==> config.mk <==
export PLATFORM = sky130hd
export DESIGN_NAME = vic_irq_dispatch
export DESIGN_NICKNAME = d
export VERILOG_FILES = /design/src/rtl/vic_irq_dispatch_pkg.sv /design/src/rtl/vic_prio_find.sv /design/src/rtl/vic_irq_dispatch.sv
export SDC_FILE = /design/constraint.sdc
export NUM_CORES = 1
export LEC_CHECK = 0
export BUFFER_PORTS_ARGS = -buffer_cell sky130_fd_sc_hd__buf_2
export CAP_MARGIN = 20
export CORE_MARGIN = 4
export CORE_UTILIZATION = 40
export DETAILED_ROUTE_END_ITERATION = 12
export PLACE_DENSITY = 0.63
export SYNTH_ARGS = -nofsm -noshare
export SYNTH_HDL_FRONTEND = slang
export SYNTH_SLANG_ARGS = --single-unit
==> constraint.sdc <==
create_clock -name clk -period 3.8 [get_ports clk]
set_input_delay 0.76 -clock clk [delete_from_list [all_inputs] [get_ports clk]]
set_output_delay 0.76 -clock clk [all_outputs]
set_load 0.05 [all_outputs]
==> src/rtl/vic_irq_dispatch_pkg.sv <==
`default_nettype none
// ============================================================================
// Module      : vic_irq_dispatch_pkg
// Description : Shared constants, FSM encoding and helpers for the VIC
//               IRQ dispatch block.
// Revision    : 1.0 - initial release
// ============================================================================
package vic_irq_dispatch_pkg;

    localparam int unsigned c_is_w   = 17;
    localparam int unsigned c_nv_bit = 16;
    localparam int unsigned c_idx_w  = 5;

    typedef logic [1:0] state_t;

    localparam state_t c_st_idle = 2'd0;
    localparam state_t c_st_req  = 2'd1;
    localparam state_t c_st_vec  = 2'd2;

    // Index values >= c_is_w (the "none set" code) map to an all-zero mask.
    function automatic logic [c_is_w-1:0] f_onehot(input logic [c_idx_w-1:0] idx);
        logic [c_is_w-1:0] mask;
        mask = '0;
        if (idx < c_idx_w'(c_is_w)) begin
            mask[idx] = 1'b1;
        end
        return mask;
    endfunction

endpackage : vic_irq_dispatch_pkg
`default_nettype wire

==> src/rtl/vic_prio_find.sv <==
`default_nettype none
// ============================================================================
// Module      : vic_prio_find
// Description : Combinational lowest-set-bit finder over the in-service set.
// Revision    : 1.0 - initial release
// ============================================================================
module vic_prio_find
    import vic_irq_dispatch_pkg::*;
(
    input  logic [c_is_w-1:0]  i_vec,
    output logic [c_idx_w-1:0] o_idx,
    output logic               o_none
);

    // Scanning from the top down leaves the lowest set index; none set yields 17.
    always_comb begin
        o_idx = c_idx_w'(c_is_w);
        for (int i = c_is_w - 1; i >= 0; i--) begin
            if (i_vec[i]) begin
                o_idx = c_idx_w'(i);
            end
        end
    end

    assign o_none = ~|i_vec;

endmodule : vic_prio_find
`default_nettype wire

==> src/rtl/vic_irq_dispatch.sv <==
`default_nettype none
// ============================================================================
// Module      : vic_irq_dispatch
// Description : CPU-side IRQ handshake, vector generation, source clearing
//               and nested in-service tracking with EOI retirement.
// Revision    : 1.0 - initial release
// ============================================================================
module vic_irq_dispatch
    import vic_irq_dispatch_pkg::*;
#(
    parameter logic [31:0] VEC_BASE        = 32'h0000_0100,
    parameter int unsigned VEC_STRIDE_LOG2 = 2,
    parameter logic [31:0] NV_VECTOR       = 32'h0000_0018
) (
    input  logic              clk,
    input  logic              rst_n,
    input  logic              irq_req,
    input  logic [3:0]        handler_num,
    input  logic              is_nvirq,
    input  logic              cpu_irq_ack,
    input  logic              cpu_eoi,
    output logic              cpu_irq,
    output logic [31:0]       cpu_vector,
    output logic              vector_valid,
    output logic [15:0]       clr_vreq,
    output logic              clr_nvreq,
    output logic [c_is_w-1:0] in_service,
    output logic              eoi_err
);

    state_t              r_state;
    state_t              w_next_state;

    logic [c_is_w-1:0]   r_in_service;
    logic [3:0]          r_cap_num;
    logic                r_cap_nv;
    logic                r_cpu_irq;
    logic                r_vector_valid;
    logic [31:0]         r_cpu_vector;
    logic [15:0]         r_clr_vreq;
    logic                r_clr_nvreq;
    logic                r_eoi_err;

    logic [c_idx_w-1:0]  w_prio;
    logic                w_is_empty;
    logic                w_eligible;
    logic                w_accept;

    logic                w_cpu_irq_nxt;
    logic                w_vector_valid_nxt;
    logic [31:0]         w_cpu_vector_nxt;
    logic [15:0]         w_clr_vreq_nxt;
    logic                w_clr_nvreq_nxt;
    logic [c_is_w-1:0]   w_eoi_clr;
    logic [c_is_w-1:0]   w_vec_set;
    logic [c_is_w-1:0]   w_in_service_nxt;
    logic                w_eoi_err_nxt;

    // The active priority and the EOI target are the same lowest set bit.
    vic_prio_find u_prio_find (
        .i_vec  (r_in_service),
        .o_idx  (w_prio),
        .o_none (w_is_empty)
    );

    assign w_eligible = irq_req & ((~is_nvirq & ({1'b0, handler_num} < w_prio)) |
                                   (is_nvirq & w_is_empty));
    assign w_accept   = (r_state == c_st_req) & cpu_irq_ack & w_eligible;

    // ------------------------------------------------------------------
    // State and output registers
    // ------------------------------------------------------------------
    always_ff @(posedge clk or negedge rst_n) begin
        if (!rst_n) begin
            r_state        <= c_st_idle;
            r_in_service   <= '0;
            r_cap_num      <= '0;
            r_cap_nv       <= 1'b0;
            r_cpu_irq      <= 1'b0;
            r_vector_valid <= 1'b0;
            r_cpu_vector   <= '0;
            r_clr_vreq     <= '0;
            r_clr_nvreq    <= 1'b0;
            r_eoi_err      <= 1'b0;
        end else begin
            r_state        <= w_next_state;
            r_in_service   <= w_in_service_nxt;
            r_cpu_irq      <= w_cpu_irq_nxt;
            r_vector_valid <= w_vector_valid_nxt;
            r_cpu_vector   <= w_cpu_vector_nxt;
            r_clr_vreq     <= w_clr_vreq_nxt;
            r_clr_nvreq    <= w_clr_nvreq_nxt;
            r_eoi_err      <= w_eoi_err_nxt;
            if (w_accept) begin
                r_cap_num <= handler_num;
                r_cap_nv  <= is_nvirq;
            end
        end
    end

    // ------------------------------------------------------------------
    // Next-state logic
    // ------------------------------------------------------------------
    always_comb begin
        w_next_state = r_state;
        case (r_state)
            c_st_idle: begin
                if (w_eligible) begin
                    w_next_state = c_st_req;
                end
            end
            c_st_req: begin
                if (w_accept) begin
                    w_next_state = c_st_vec;
                end else if (!w_eligible) begin
                    w_next_state = c_st_idle;
                end
            end
            c_st_vec: begin
                w_next_state = c_st_idle;
            end
            default: begin
                w_next_state = c_st_idle;
            end
        endcase
    end

    // ------------------------------------------------------------------
    // Output logic: next values for the registered outputs, so every
    // CPU-facing signal comes straight from a flop.
    // ------------------------------------------------------------------
    always_comb begin
        w_cpu_irq_nxt      = (w_next_state == c_st_req);
        w_vector_valid_nxt = (w_next_state == c_st_vec);
        w_cpu_vector_nxt   = r_cpu_vector;
        w_clr_vreq_nxt     = '0;
        w_clr_nvreq_nxt    = 1'b0;
        if (w_accept) begin
            if (is_nvirq) begin
                w_cpu_vector_nxt = NV_VECTOR;
                w_clr_nvreq_nxt  = 1'b1;
            end else begin
                w_cpu_vector_nxt = VEC_BASE + (32'(handler_num) << VEC_STRIDE_LOG2);
                w_clr_vreq_nxt   = 16'(32'd1 << handler_num);
            end
        end

        // EOI retires against the pre-update set; the VEC set lands at the same edge.
        w_eoi_clr = (cpu_eoi && !w_is_empty) ? f_onehot(w_prio) : '0;
        w_vec_set = '0;
        if (r_state == c_st_vec) begin
            w_vec_set = f_onehot(r_cap_nv ? c_idx_w'(c_nv_bit) : {1'b0, r_cap_num});
        end
        w_in_service_nxt = (r_in_service & ~w_eoi_clr) | w_vec_set;
        w_eoi_err_nxt    = r_eoi_err | (cpu_eoi & w_is_empty);
    end

    assign cpu_irq      = r_cpu_irq;
    assign cpu_vector   = r_cpu_vector;
    assign vector_valid = r_vector_valid;
    assign clr_vreq     = r_clr_vreq;
    assign clr_nvreq    = r_clr_nvreq;
    assign in_service   = r_in_service;
    assign eoi_err      = r_eoi_err;

endmodule : vic_irq_dispatch
`default_nettype wire

Yosys cells after proc, flatten, opt, wreduce, memory -nomap -nowiden --
Cells that the tools add are included.
Word-level totals: register bits 76, logic and storage cells 76, input bits 10
Operators by class: reduce and logical (&&, ||, !) cells 6, add/sub/neg operators 1, shifts and indexed selects 1, order comparisons 7, mux-type cells 35, bitwise operators 12, equality and inequality tests 4
Operators by type and width (count):
- 5-bit 2-to-1 mux | 17
- 17-bit 2-to-1 mux | 4
- 16-bit 2-to-1 mux | 2
- 17-bit bitwise AND | 1
- 17-bit inverter | 1
- 17-bit bitwise OR | 1
- 17-bit OR reduction | 1
- 1-bit by 4-bit left shift with 16-bit output, first input constant | 1
- 5-bit by 6-bit < comparator with 1-bit output, second input constant | 2
- 9-bit by 6-bit adder with 10-bit output, first input constant | 1
- 1-bit demux with 5-bit select | 2
- 5-bit by 1-bit greater-or-equal comparator with 1-bit output, second input constant | 2
- 5-bit < comparator, second input constant | 2
- 10-bit 2-to-1 mux | 1
- 1-bit bitwise AND | 6
- 2-bit 2-to-1 mux | 3
- 4-bit by 5-bit < comparator with 1-bit output | 1
- 1-bit 2-to-1 mux | 5
- 2-bit by 1-bit == test with 1-bit output, second input constant | 2
- 2-bit == test, second input constant | 2
- 2-bit case mux with 2 select lines | 1
- 1-bit logical AND | 3
- 2-bit logical NOT | 1
- 1-bit bitwise OR | 2
- other kinds (2) | 2

Longest topological paths before layout --
Gate-level depths: netlist of the first run.
word-level depth 26, mapped depth 12

Cells and area by module --
Synthesis of the first run repeated with hierarchy kept, for this count alone.
Second synthesis, totals: cells, all modules 242, area total of the unflattened synthesis 2531.2 um2
Modules (own cells, without submodules):
- vic_irq_dispatch | times used 1, area each 2318.5 um2, cells an instance 210
- vic_prio_find | times used 1, area each 212.7 um2, cells an instance 32

Worst setup path before layout of the first run --
No wires, ideal clock.
kind reg-to-reg, start point register r_in_service[15], in the netlist in_service[15], end point register r_cap_num[1], cell stages (with the launch flop) 12, arrival time 3102 ps, slack 573 ps, required time 3675 ps, cells stage by stage dfrtp_1 nor2_1 o31ai_1 a211oi_2 or3_1 ha_1 nand3_1 or2_2 a21oi_1 a21oi_2 a31oi_2 mux2_2
On the way: cells in the longest elaborated chain, start to end 21, elaborated cells between the ends (all ways) 24, classes of those cells order compare: 1; mux: 16; bitwise: 5; reduce/logical: 2
Ends and longest elaborated chain:
- start: declaration | line vic_irq_dispatch.sv:34 | logic [c_is_w-1:0] r_in_service;
- start signal: assignment | line vic_irq_dispatch.sv:87 | r_in_service <= w_in_service_nxt;
- 5-bit 2-to-1 mux (16 in series) | line vic_prio_find.sv:19 | if (i_vec[i]) begin
- 4-bit by 5-bit < comparator with 1-bit output | line vic_irq_dispatch.sv:66 | assign w_eligible = irq_req & ((~is_nvirq & ({1'b0, handler_num} < w_prio)) |
- 1-bit bitwise AND | line vic_irq_dispatch.sv:66
- 1-bit bitwise OR (*) | line vic_irq_dispatch.sv:66
- 1-bit bitwise AND (*) | line vic_irq_dispatch.sv:66
- 1-bit bitwise AND (*) | line vic_irq_dispatch.sv:68 | assign w_accept = (r_state == c_st_req) & cpu_irq_ack & w_eligible;
- end signal: assignment | line vic_irq_dispatch.sv:95 | r_cap_num <= handler_num;
- end: declaration | line vic_irq_dispatch.sv:35 | logic [3:0] r_cap_num;
Mark *: on every way between the ends. The rest lies on a longest branch, timed or not. A chain may end at the register's enable or synchronous reset.

Final worst setup path of the first run --
start point register r_in_service[7], in the netlist in_service[7], end point register r_clr_vreq[7], in the netlist clr_vreq[7]
On the way: cells in the longest elaborated chain, start to end 14, elaborated cells between the ends (all ways) 17, classes of those cells order compare: 1; mux: 9; bitwise: 5; reduce/logical: 2
Ends and longest elaborated chain:
- 5-bit 2-to-1 mux (8 in series) | line vic_prio_find.sv:19
- 4-bit by 5-bit < comparator with 1-bit output | line vic_irq_dispatch.sv:66
- 1-bit bitwise AND | line vic_irq_dispatch.sv:66
- 1-bit bitwise OR (*) | line vic_irq_dispatch.sv:66
- 1-bit bitwise AND (*) | line vic_irq_dispatch.sv:66
- 1-bit bitwise AND (*) | line vic_irq_dispatch.sv:68
- 16-bit 2-to-1 mux (*) | line vic_irq_dispatch.sv:138 | if (w_accept) begin
- via w_clr_vreq_nxt[7] | line vic_irq_dispatch.sv:52 | logic [15:0] w_clr_vreq_nxt;
- end signal: assignment | line vic_irq_dispatch.sv:91 | r_clr_vreq <= w_clr_vreq_nxt;
- end: declaration | line vic_irq_dispatch.sv:40 | logic [15:0] r_clr_vreq;
Mark *: on every way through the listed nets, which the timed path passes. The rest lies on a longest branch.

==> results of run 1 <==
how the worst max path moves through the flow:
stage,start,endpoint,slack [ns],cells past startpoint
4_1_cts,in_service[7],cpu_vector[2],0.57,11
3_5_place_dp,in_service[7],cpu_vector[2],0.58,11
2_1_floorplan,in_service[15],r_cap_num[1],0.57,11
5_1_grt,in_service[14],clr_vreq[5],0.25,11
3_3_place_gp,in_service[14],r_cap_num[1],0.61,11
6_report,in_service[7],clr_vreq[7],0.55,11
cells by family after synthesis:
kind of cell,synth area share (%)
and+or+nand+nor,20.7
DFF,48.6
muxes,3.02
adders and majority gates,1.49
other,0.149
buffers and inverters,10.7
AOI/OAI and AO/OA,15.3
placed cells by master, fill, tap and decap left out, types with 7 or more instances in the layout:
| cell | Yosys | layout |
|---|---|---|
| a21oi_1 | 9 | 9 |
| buf_2 | 2 | 51 |
| conb_1 | 1 | 27 |
| dfrtp_1 | 49 | 49 |
| inv_1 | 9 | 9 |
| nand2_1 | 11 | 11 |
| nor2_1 | 12 | 12 |
| nor3_1 | 7 | 7 |
| nor4_1 | 10 | 10 |
| o21ai_0 | 26 | 26 |
per-stage QoR:
| step | power (mW) | cells | instance area (um^2) | hold slack, ns |
|---|---|---|---|---|
| after floorplan | 1.80 | 269 | 2620 | 0.448 |
| after global placement | 2.09 | 363 | 2740 | 0.446 |
| after detailed placement | 2.09 | 363 | 2740 | 0.445 |
| after CTS | 2.41 | 371 | 2840 | 0.477 |
| after global routing | 2.60 | 372 | 2860 | 0.443 |
| final | 2.42 | 372 | 2860 | 0.412 |
Yosys cell counts (3+ instances only):
cell type,instances,share of area (%)
a21o_1,5,1.5
a21oi_1,9,1.8
buf_4,27,8.0
dfrtp_1,49,49
ha_1,3,1.5
inv_1,9,1.3
mux2_2,5,2.2
nand2_1,11,1.6
nand2b_1,4,0.99
nand3_1,4,0.79
nor2_1,12,1.8
nor2b_1,6,1.5
nor3_1,7,1.4
nor4_1,10,2.5
nor4b_2,4,2.4
o21ai_0,26,5.2
o31ai_1,6,1.8
or2_2,3,0.74
or3_1,6,1.5
where the power goes:
| part | internal, mW | switching, mW | leakage, nW |
|---|---|---|---|
| combinational | 0.426 | 0.920 | 0.768 |
| clock | 0.133 | 0.188 | 0.0447 |
| sequential | 0.617 | 0.131 | 0.658 |
state kept, by name, indices dropped and copies added (netlist names):
register / count
cpu_irq: 1
clr_vreq: 16
r_cap_nv: 1
cpu_vector: 5
r_state: 2
vector_valid: 1
in_service: 17
r_cap_num: 4
clr_nvreq: 1
eoi_err: 1
area by class of cell:
type                            count  area share, %
Clock inverter                      3          0.876
Clock buffer                        5           2.41
Sequential cell                    49           42.9
Inverter                            9           1.18
Multi-Input combinational cell    178           39.4
Timing Repair Buffer               53           9.90
Tap cell                           75           3.29
routing by layer:
metal	vias up	share of wire, %
met5	-	0
met4	0	1.6
met3	8	8.3
met2	86	46
met1	966	44
li1	935	-
==> impl_metrics.tcl, run 1 <==
set metrics [dict create \
    grt.overflow.total 0 \
    layout_setup_ws_ns 0.549 \
    worst_reg2reg_endpoint "clr_vreq[7]" \
    ys_async_sr_fraction_pct 100 \
    globalRouteMet1Util_pct 23.5 \
    totalNegativeSetupSlack_ns 0 \
    antennaDiodeCount 0 \
    firstDrtPassIters 4 \
    drt-total-wl_um 5990 \
    synth-edff-count 0 \
    synthesis.instances 243 \
    crit_arrival_ns 3.44 \
    post-route-drc-count 0 \
    fmax_ghz 0.308 \
    grt_use_total_pct 16.4 \
    cts_hold_buffers 0 \
    r2r_start "in_service[7]" \
    dpl.hpwl_um 4330 \
    setup.worst_path.class "flop to flop" \
    worst_skew_pair.late_latency_ns 0.31 \
    cts-buffers-inserted 5 \
    period_minus_slack_ns 3.25 \
    required_ns 3.99 \
    r2r.worst_path.cells 11 \
    fp.dieH_um 87.4 \
    ctsResizeCount 0 \
    via_count 1995 \
    die_w_um 87.4 \
    initial_core_util_pct 41.9 \
    worst_hold_path_type "input port to asynchronous set/reset pin" \
    proportion_of_layout_cells_with_a_drive_suffix_above_1_pct 27.6 \
    multi_input_comb_area_mm2 0.00112 \
    timing.reg2reg.setup_slack_ns 0.55 \
    grt.met3_usage_pct 3.50 \
    path_cells "nor4_1 -> o31ai_1 -> a211oi_2 -> or3_1 -> ha_1 -> nand3_1 -> or2_2 -> a21oi_1 -> a21oi_2 -> nand3_2 -> nor4_1" \
    cp_num_buf_inv 0 \
    power_density_mw_per_mm2 846 \
    via_per_inst 5.36 \
    synth_cell_type_count 46 \
    postCtsSetupRepairBufs 0 \
    outcome "complete, no violations" \
    ys_ff_latch 49 \
    fin_crit_sh_pct 85.5 \
    clock_tree_from_tritoncts "built" \
    crit_path_end_kind "flop" \
    final-max-slew-violation-count 0 \
    cp_top_family "simple AND/OR/NAND/NOR gates" \
    drt.antenna.violating_nets 0 \
    max-clock-path-buffers 2 \
    global_route.peak_usage_layer "met2" \
    timing.final.setup_violations 0 \
    worst_setup_path_start_kind "flop" \
    timing.critical_path.mode_cell "nor4_1" \
    first_global_vias 1928 \
    io_buffer_count 51 \
    first_pass_grt_wire_length_um 9670 \
    gp_congestion 0.975 \
    rsz0062_at_grt "false" \
    clockRootBuffer "clkbuf_8" \
    ys_warn_count 0 \
    num-nets-final 309 \
    area.sequential_mm2 0.00123 \
    worst_pin_slew_ns 0.707 \
    synthesis.area_per_instance_um2 10.4 \
    yosys_most_used_dff "dfrtp_1" \
    rows 28 \
    fill_cells 580 \
    critical-path-max-stage-delay_ns 0.48 \
    initialDrtViolationCount 172 \
    static_leak_nw 1.47 \
    clk_pin_slew_worst_paths_ns 0.10 \
    postLayoutCoreUtil_pct 47.4 \
    clock_sink_count 49 \
    cts_htree_levels 2 \
    synth.yosys.seq_area_share_pct 48.6 \
    boundaryPins 79 \
    antenna_found_initial 0 \
    synth_area_mm2 0.00252 \
    worstPathMaxFanout 22 \
    wl_per_cell_um 16.1 \
    fp.coreArea_mm2 0.00603 \
    critical-path-slowest-cell "dfrtp_1" \
    max_cap_viols 0 \
    preCtsSetupSlack_ns 0.579 \
    die_area_mm2 0.00764 \
    vdd.ir_drop.worst_mv 0.352 \
    area_growth_pct 13.1 \
    max_slew_margin_pct 52.4 \
    skew_ns 0.00767 \
    maximum_number_of_pins_on_one_net_before_global_route_repair 50 \
    hold_viol_final 0 \
    gr_util_met2_pct 24.2 \
]
No activity file was read; power rests on OpenSTA's default activity.
==> inputs of run 2 (changes only) <==
--- a/config.mk
+++ b/config.mk
@@ -9,8 +9,10 @@
 export CAP_MARGIN = 20
 export CORE_MARGIN = 4
 export CORE_UTILIZATION = 40
+export CTS_BUF_LIST = sky130_fd_sc_hd__clkbuf_4
 export DETAILED_ROUTE_END_ITERATION = 12
 export PLACE_DENSITY = 0.63
+export SKIP_LAST_GASP = 1
 export SYNTH_ARGS = -nofsm -noshare
 export SYNTH_HDL_FRONTEND = slang
 export SYNTH_SLANG_ARGS = --single-unit
==> impl_metrics.tcl, run 2 (synthesized netlist as in run 1, its figures left out) <==
set metrics [dict create \
    outcome "complete, no violations" \
    timing.final.setup_violations 0 \
    max-clock-path-buffers 2 \
    cts_htree_levels 2 \
    r2r.worst_path.cells 10 \
    post-route-drc-count 0 \
    timing.reg2reg.setup_slack_ns 0.56 \
    first_pass_grt_wire_length_um 9690 \
    cts-buffers-inserted 5 \
    largest_register_ffs 17 \
    crit_path_end_kind "flop" \
    fmax_ghz 0.309 \
    rsz0062_at_grt "false" \
    worstPathMaxFanout 22 \
    static_leak_nw 1.46 \
    drt-total-wl_um 5930 \
    final-max-slew-violation-count 0 \
    power_switching_share_pct 52.4 \
    worst_setup_path_startpoint "in_service[11]" \
    via_count 1982 \
    p_comb_share_pct 57.2 \
    clockRootBuffer "clkbuf_4" \
    die_w_um 87.4 \
    period_minus_slack_ns 3.24 \
    power_density_mw_per_mm2 832 \
    via_per_inst 5.33 \
    io_buffer_count 51 \
    drt.antenna.violating_nets 0 \
    fp.dieH_um 87.4 \
    firstDrtPassIters 4 \
    setup.worst_path.class "flop to flop" \
    crit_arrival_ns 3.50 \
    initial_core_util_pct 41.9 \
    antennaDiodeCount 0 \
    required_ns 4.07 \
    num-nets-final 309 \
    most_frequent_cells_in_the_layout "buf_2 (51), dfrtp_1 (49), conb_1 (27)" \
    cts_hold_buffers 0 \
    placed_cells 363 \
    first_global_vias 1931 \
    postCtsSetupRepairBufs 0 \
    fp.coreArea_mm2 0.00603 \
    clock_sink_count 49 \
    grt_use_total_pct 16.5 \
    r2r_start "in_service[11]" \
    total_switching_power_mw 1.23 \
    p_int_mw 1.12 \
    p_seq_share_pct 31.8 \
    grt.overflow.total 0 \
    clkPwrFrac_pct 10.9 \
    layout_commonest_cell "buf_2" \
    fill_cells 583 \
    worst_skew_pair.late_latency_ns 0.37 \
    worst_setup_path_start_kind "flop" \
    skew_ns 0.0119 \
    crit_path_end "clr_vreq[7]" \
    finalNonFillerCells 372 \
    fin_crit_sh_pct 85.2 \
    hold_viol_final 0 \
    vdd.ir_drop.worst_mv 0.357 \
    rows 28 \
    totalNegativeSetupSlack_ns 0 \
    worst_hold_path_type "input port to asynchronous set/reset pin" \
    max_slew_margin_pct 52.4 \
    ctsResizeCount 0 \
    wl_per_cell_um 15.9 \
    gp_congestion 0.975 \
    dpl.hpwl_um 4330 \
    maximum_number_of_pins_on_one_net_before_global_route_repair 50 \
    die_area_mm2 0.00764 \
    boundaryPins 79 \
    area_growth_pct 11.9 \
    worst_pin_slew_ns 0.707 \
    max_cap_viols 0 \
    worst_reg2reg_endpoint "clr_vreq[7]" \
    clock_tree_from_tritoncts "built" \
    clk_pin_slew_worst_paths_ns 0.16 \
    proportion_of_layout_cells_with_a_drive_suffix_above_1_pct 27.6 \
    initialDrtViolationCount 175 \
    antenna_found_initial 0 \
]
[run 2: per-layer routing]
| metal | GRT usage [%] | vias up | part of all wire, % |
|---|---|---|---|
| li1 | - | 935 | - |
| met1 | 23.5 | 944 | 43 |
| met3 | 3.22 | 7 | 9.3 |
| met2 | 24.2 | 96 | 47 |
| met4 | 7.25 | 0 | 1.2 |
| met5 | 0 | - | 0 |
[run 2: layout make-up]
| type | count | area (um^2) | area share, % |
|---|---|---|---|
| Inverter | 9 | 33.8 | 1.20 |
| Tap cell | 75 | 93.8 | 3.32 |
| Multi-Input combinational cell | 178 | 1120 | 39.8 |
| Sequential cell | 49 | 1230 | 43.4 |
| Clock inverter | 3 | 25.0 | 0.886 |
| Clock buffer | 5 | 37.5 | 1.33 |
| Timing Repair Buffer | 53 | 283 | 10.0 |
[run 2: worst max-delay path: stages, from the launching register on]
cell     delay, ns
dfrtp_1       0.46
or4_1         0.58
o21ai_0       0.19
nand2_1       0.09
ha_1          0.31
a21o_1        0.16
a21oi_1       0.17
a21oi_1       0.10
a21oi_2       0.20
nand3_2       0.43
nor4_1        0.45
[run 2: power groups by stage]
| stage | clock [mW] | sequential (mW) | combinational [mW] |
|---|---|---|---|
| after floorplan | 0 | 0.987 | 0.810 |
| after global placement | 0 | 0.752 | 1.34 |
| after detailed placement | 0 | 0.755 | 1.33 |
| after CTS | 0.266 | 0.745 | 1.34 |
| after global routing | 0.285 | 0.769 | 1.48 |
| final | 0.256 | 0.748 | 1.34 |
[run 2: how the worst min path moves through the flow]
stage               startpoint          end  slack (ns)  cells past startpoint
floorplan           r_state[1]      cpu_irq        0.45                      1
global placement       eoi_err      eoi_err        0.45                      1
detailed placement     eoi_err      eoi_err        0.45                      1
CTS                    eoi_err      eoi_err        0.49                      1
global route             rst_n  clr_vreq[8]        0.35                      1
finish                   rst_n  clr_vreq[8]        0.33                      1
[run 2: through the flow]
step | power [mW] | cell area [um^2] | hold WS [ns] | util, % | worst slack [ns]
floorplan | 1.80 | 2620 | 0.448 | - | 0.573
global placement | 2.09 | 2740 | 0.446 | 45.5 | 0.608
detailed placement | 2.09 | 2740 | 0.445 | 45.5 | 0.579
CTS | 2.35 | 2800 | 0.489 | 46.5 | 0.565
global route | 2.53 | 2820 | 0.346 | 46.9 | 0.246
finish | 2.35 | 2820 | 0.334 | 46.9 | 0.564
==> inputs of run 3 (changes only) <==
--- a/config.mk
+++ b/config.mk
@@ -7,11 +7,13 @@
 export LEC_CHECK = 0
 export BUFFER_PORTS_ARGS = -buffer_cell sky130_fd_sc_hd__buf_2
 export CAP_MARGIN = 20
+export CELL_PAD_IN_SITES_DETAIL_PLACEMENT = 2
+export CELL_PAD_IN_SITES_GLOBAL_PLACEMENT = 2
 export CORE_MARGIN = 4
-export CORE_UTILIZATION = 40
+export CORE_UTILIZATION = 32
 export CTS_BUF_LIST = sky130_fd_sc_hd__clkbuf_4
 export DETAILED_ROUTE_END_ITERATION = 12
-export PLACE_DENSITY = 0.63
+export PLACE_DENSITY = 0.8
 export SKIP_LAST_GASP = 1
 export SYNTH_ARGS = -nofsm -noshare
 export SYNTH_HDL_FRONTEND = slang
==> impl_metrics.tcl, run 3 (synthesized netlist as in run 1, its figures left out) <==
set metrics [dict create \
    outcome "complete, no violations" \
    grt_use_total_pct 16.5 \
    p_comb_share_pct 57.2 \
    initialDrtViolationCount 51 \
    final-max-slew-violation-count 0 \
    crit_path_end_kind "flop" \
    first_pass_grt_wire_length_um 12600 \
    max-clock-path-buffers 2 \
    cts_htree_levels 2 \
    fp.coreArea_mm2 0.00769 \
    die_w_um 96.8 \
    cts-buffers-inserted 5 \
    layout_commonest_cell "buf_2" \
    grt.overflow.total 0 \
    total_switching_power_mw 1.28 \
    clk_pin_slew_worst_paths_ns 0.15 \
    initial_core_util_pct 32.8 \
    fill_cells 899 \
    antenna_found_initial 0 \
    vdd.ir_drop.worst_mv 0.258 \
    fp.dieH_um 96.8 \
    firstDrtPassIters 4 \
    power_switching_share_pct 52.1 \
    p_int_mw 1.18 \
    totalNegativeSetupSlack_ns 0 \
    fin_crit_sh_pct 86.7 \
    maximum_number_of_pins_on_one_net_before_global_route_repair 33 \
    antennaDiodeCount 0 \
    most_frequent_cells_in_the_layout "buf_2 (51), dfrtp_1 (49), conb_1 (27)" \
    proportion_of_layout_cells_with_a_drive_suffix_above_1_pct 27.4 \
    timing.final.setup_violations 0 \
    via_count 2036 \
    first_global_vias 2326 \
    io_buffer_count 51 \
    postCtsSetupRepairBufs 0 \
    clockRootBuffer "clkbuf_4" \
    rsz0062_at_grt "false" \
    via_per_inst 5.12 \
    worst_hold_path_type "input port to asynchronous set/reset pin" \
    setup.worst_path.class "flop to flop" \
    num-nets-final 309 \
    postLayoutCoreUtil_pct 37.1 \
    drt.antenna.violating_nets 0 \
    worst_skew_pair.late_latency_ns 0.37 \
    worst_setup_path_start_kind "flop" \
    cts_hold_buffers 0 \
    clkPwrFrac_pct 12.3 \
    crit_arrival_ns 3.55 \
    max_cap_viols 0 \
    dpl.hpwl_um 5670 \
    skew_ns 0.0161 \
    largest_register_ffs 17 \
    fmax_ghz 0.304 \
    p_seq_share_pct 30.5 \
    ctsResizeCount 0 \
    drt-total-wl_um 7440 \
    required_ns 4.06 \
    hold_viol_final 0 \
    worstPathMaxFanout 22 \
    post-route-drc-count 0 \
    max_slew_margin_pct 49.7 \
    clock_sink_count 49 \
    worst_pin_slew_ns 0.755 \
    die_area_mm2 0.00937 \
    wl_per_cell_um 18.7 \
    power_density_mw_per_mm2 862 \
    clock_tree_from_tritoncts "built" \
    static_leak_nw 1.46 \
    period_minus_slack_ns 3.29 \
    gp_congestion 0.836 \
    area_growth_pct 13.1 \
    boundaryPins 79 \
    rows 32 \
]
## run 3: area by class of cell
| cell class | count | area [um^2] | area share [%] |
|---|---|---|---|
| clock buffers | 5 | 37.5 | 1.31 |
| clock inverters | 2 | 35.0 | 1.23 |
| inverters | 9 | 33.8 | 1.18 |
| multi-input cells | 178 | 1120 | 39.4 |
| flip-flops and latches | 49 | 1230 | 42.9 |
| well taps | 102 | 128 | 4.47 |
| repair buffers | 53 | 270 | 9.47 |
## run 3: path summary, 6_finish.rpt
| check | startpoint | to | slack [ns] | cells after the start |
|---|---|---|---|---|
| max reg2reg | in_service[10] | clr_vreq[5] | 0.51 | 10 |
| min | rst_n | cpu_vector[8] | 0.43 | 1 |
| min in group clk | eoi_err | eoi_err | 0.47 | 1 |
| max in group asynchronous | rst_n | in_service[16] | 2.62 | 2 |
| max | in_service[10] | clr_vreq[5] | 0.51 | 10 |
| min reg2reg | eoi_err | eoi_err | 0.47 | 1 |
## run 3: stage by stage
| stage | setup slack, ns | cells | power [mW] | instance area, um^2 | hold WS [ns] |
|---|---|---|---|---|---|
| after floorplan | 0.573 | 269 | 1.80 | 2620 | 0.448 |
| final | 0.506 | 398 | 2.46 | 2860 | 0.434 |
| after CTS | 0.501 | 398 | 2.48 | 2860 | 0.450 |
| after detailed placement | 0.500 | 391 | 2.17 | 2780 | 0.447 |
| after global routing | 0.180 | 398 | 2.65 | 2860 | 0.471 |
| after global placement | 0.625 | 391 | 2.11 | 2780 | 0.445 |
## run 3: critical path: stages (launching register included)
cell and delay (ns):
dfrtp_1 0.46, or4_1 0.56, o21ai_0 0.20, nand2_1 0.11, ha_1 0.32, a21o_1 0.16
a21oi_1 0.20, a21oi_1 0.11, a21oi_2 0.20, nand3_2 0.44, nor4_1 0.43
## run 3: metal layers
layer / track usage (%) / routed length, um
met3: 3.75 / 384
met1: 22.2 / 3360
met5: 0 / 0
met4: 4.75 / 131
met2: 26.8 / 3560
## run 3: power by group through the flow
stage / Clock [mW] / Combinational [mW] / Sequential, mW
finish: 0.302 / 1.41 / 0.752
detailed placement: 0 / 1.41 / 0.761
global route: 0.341 / 1.54 / 0.769
global placement: 0 / 1.36 / 0.754
CTS: 0.315 / 1.41 / 0.753
floorplan: 0 / 0.810 / 0.987
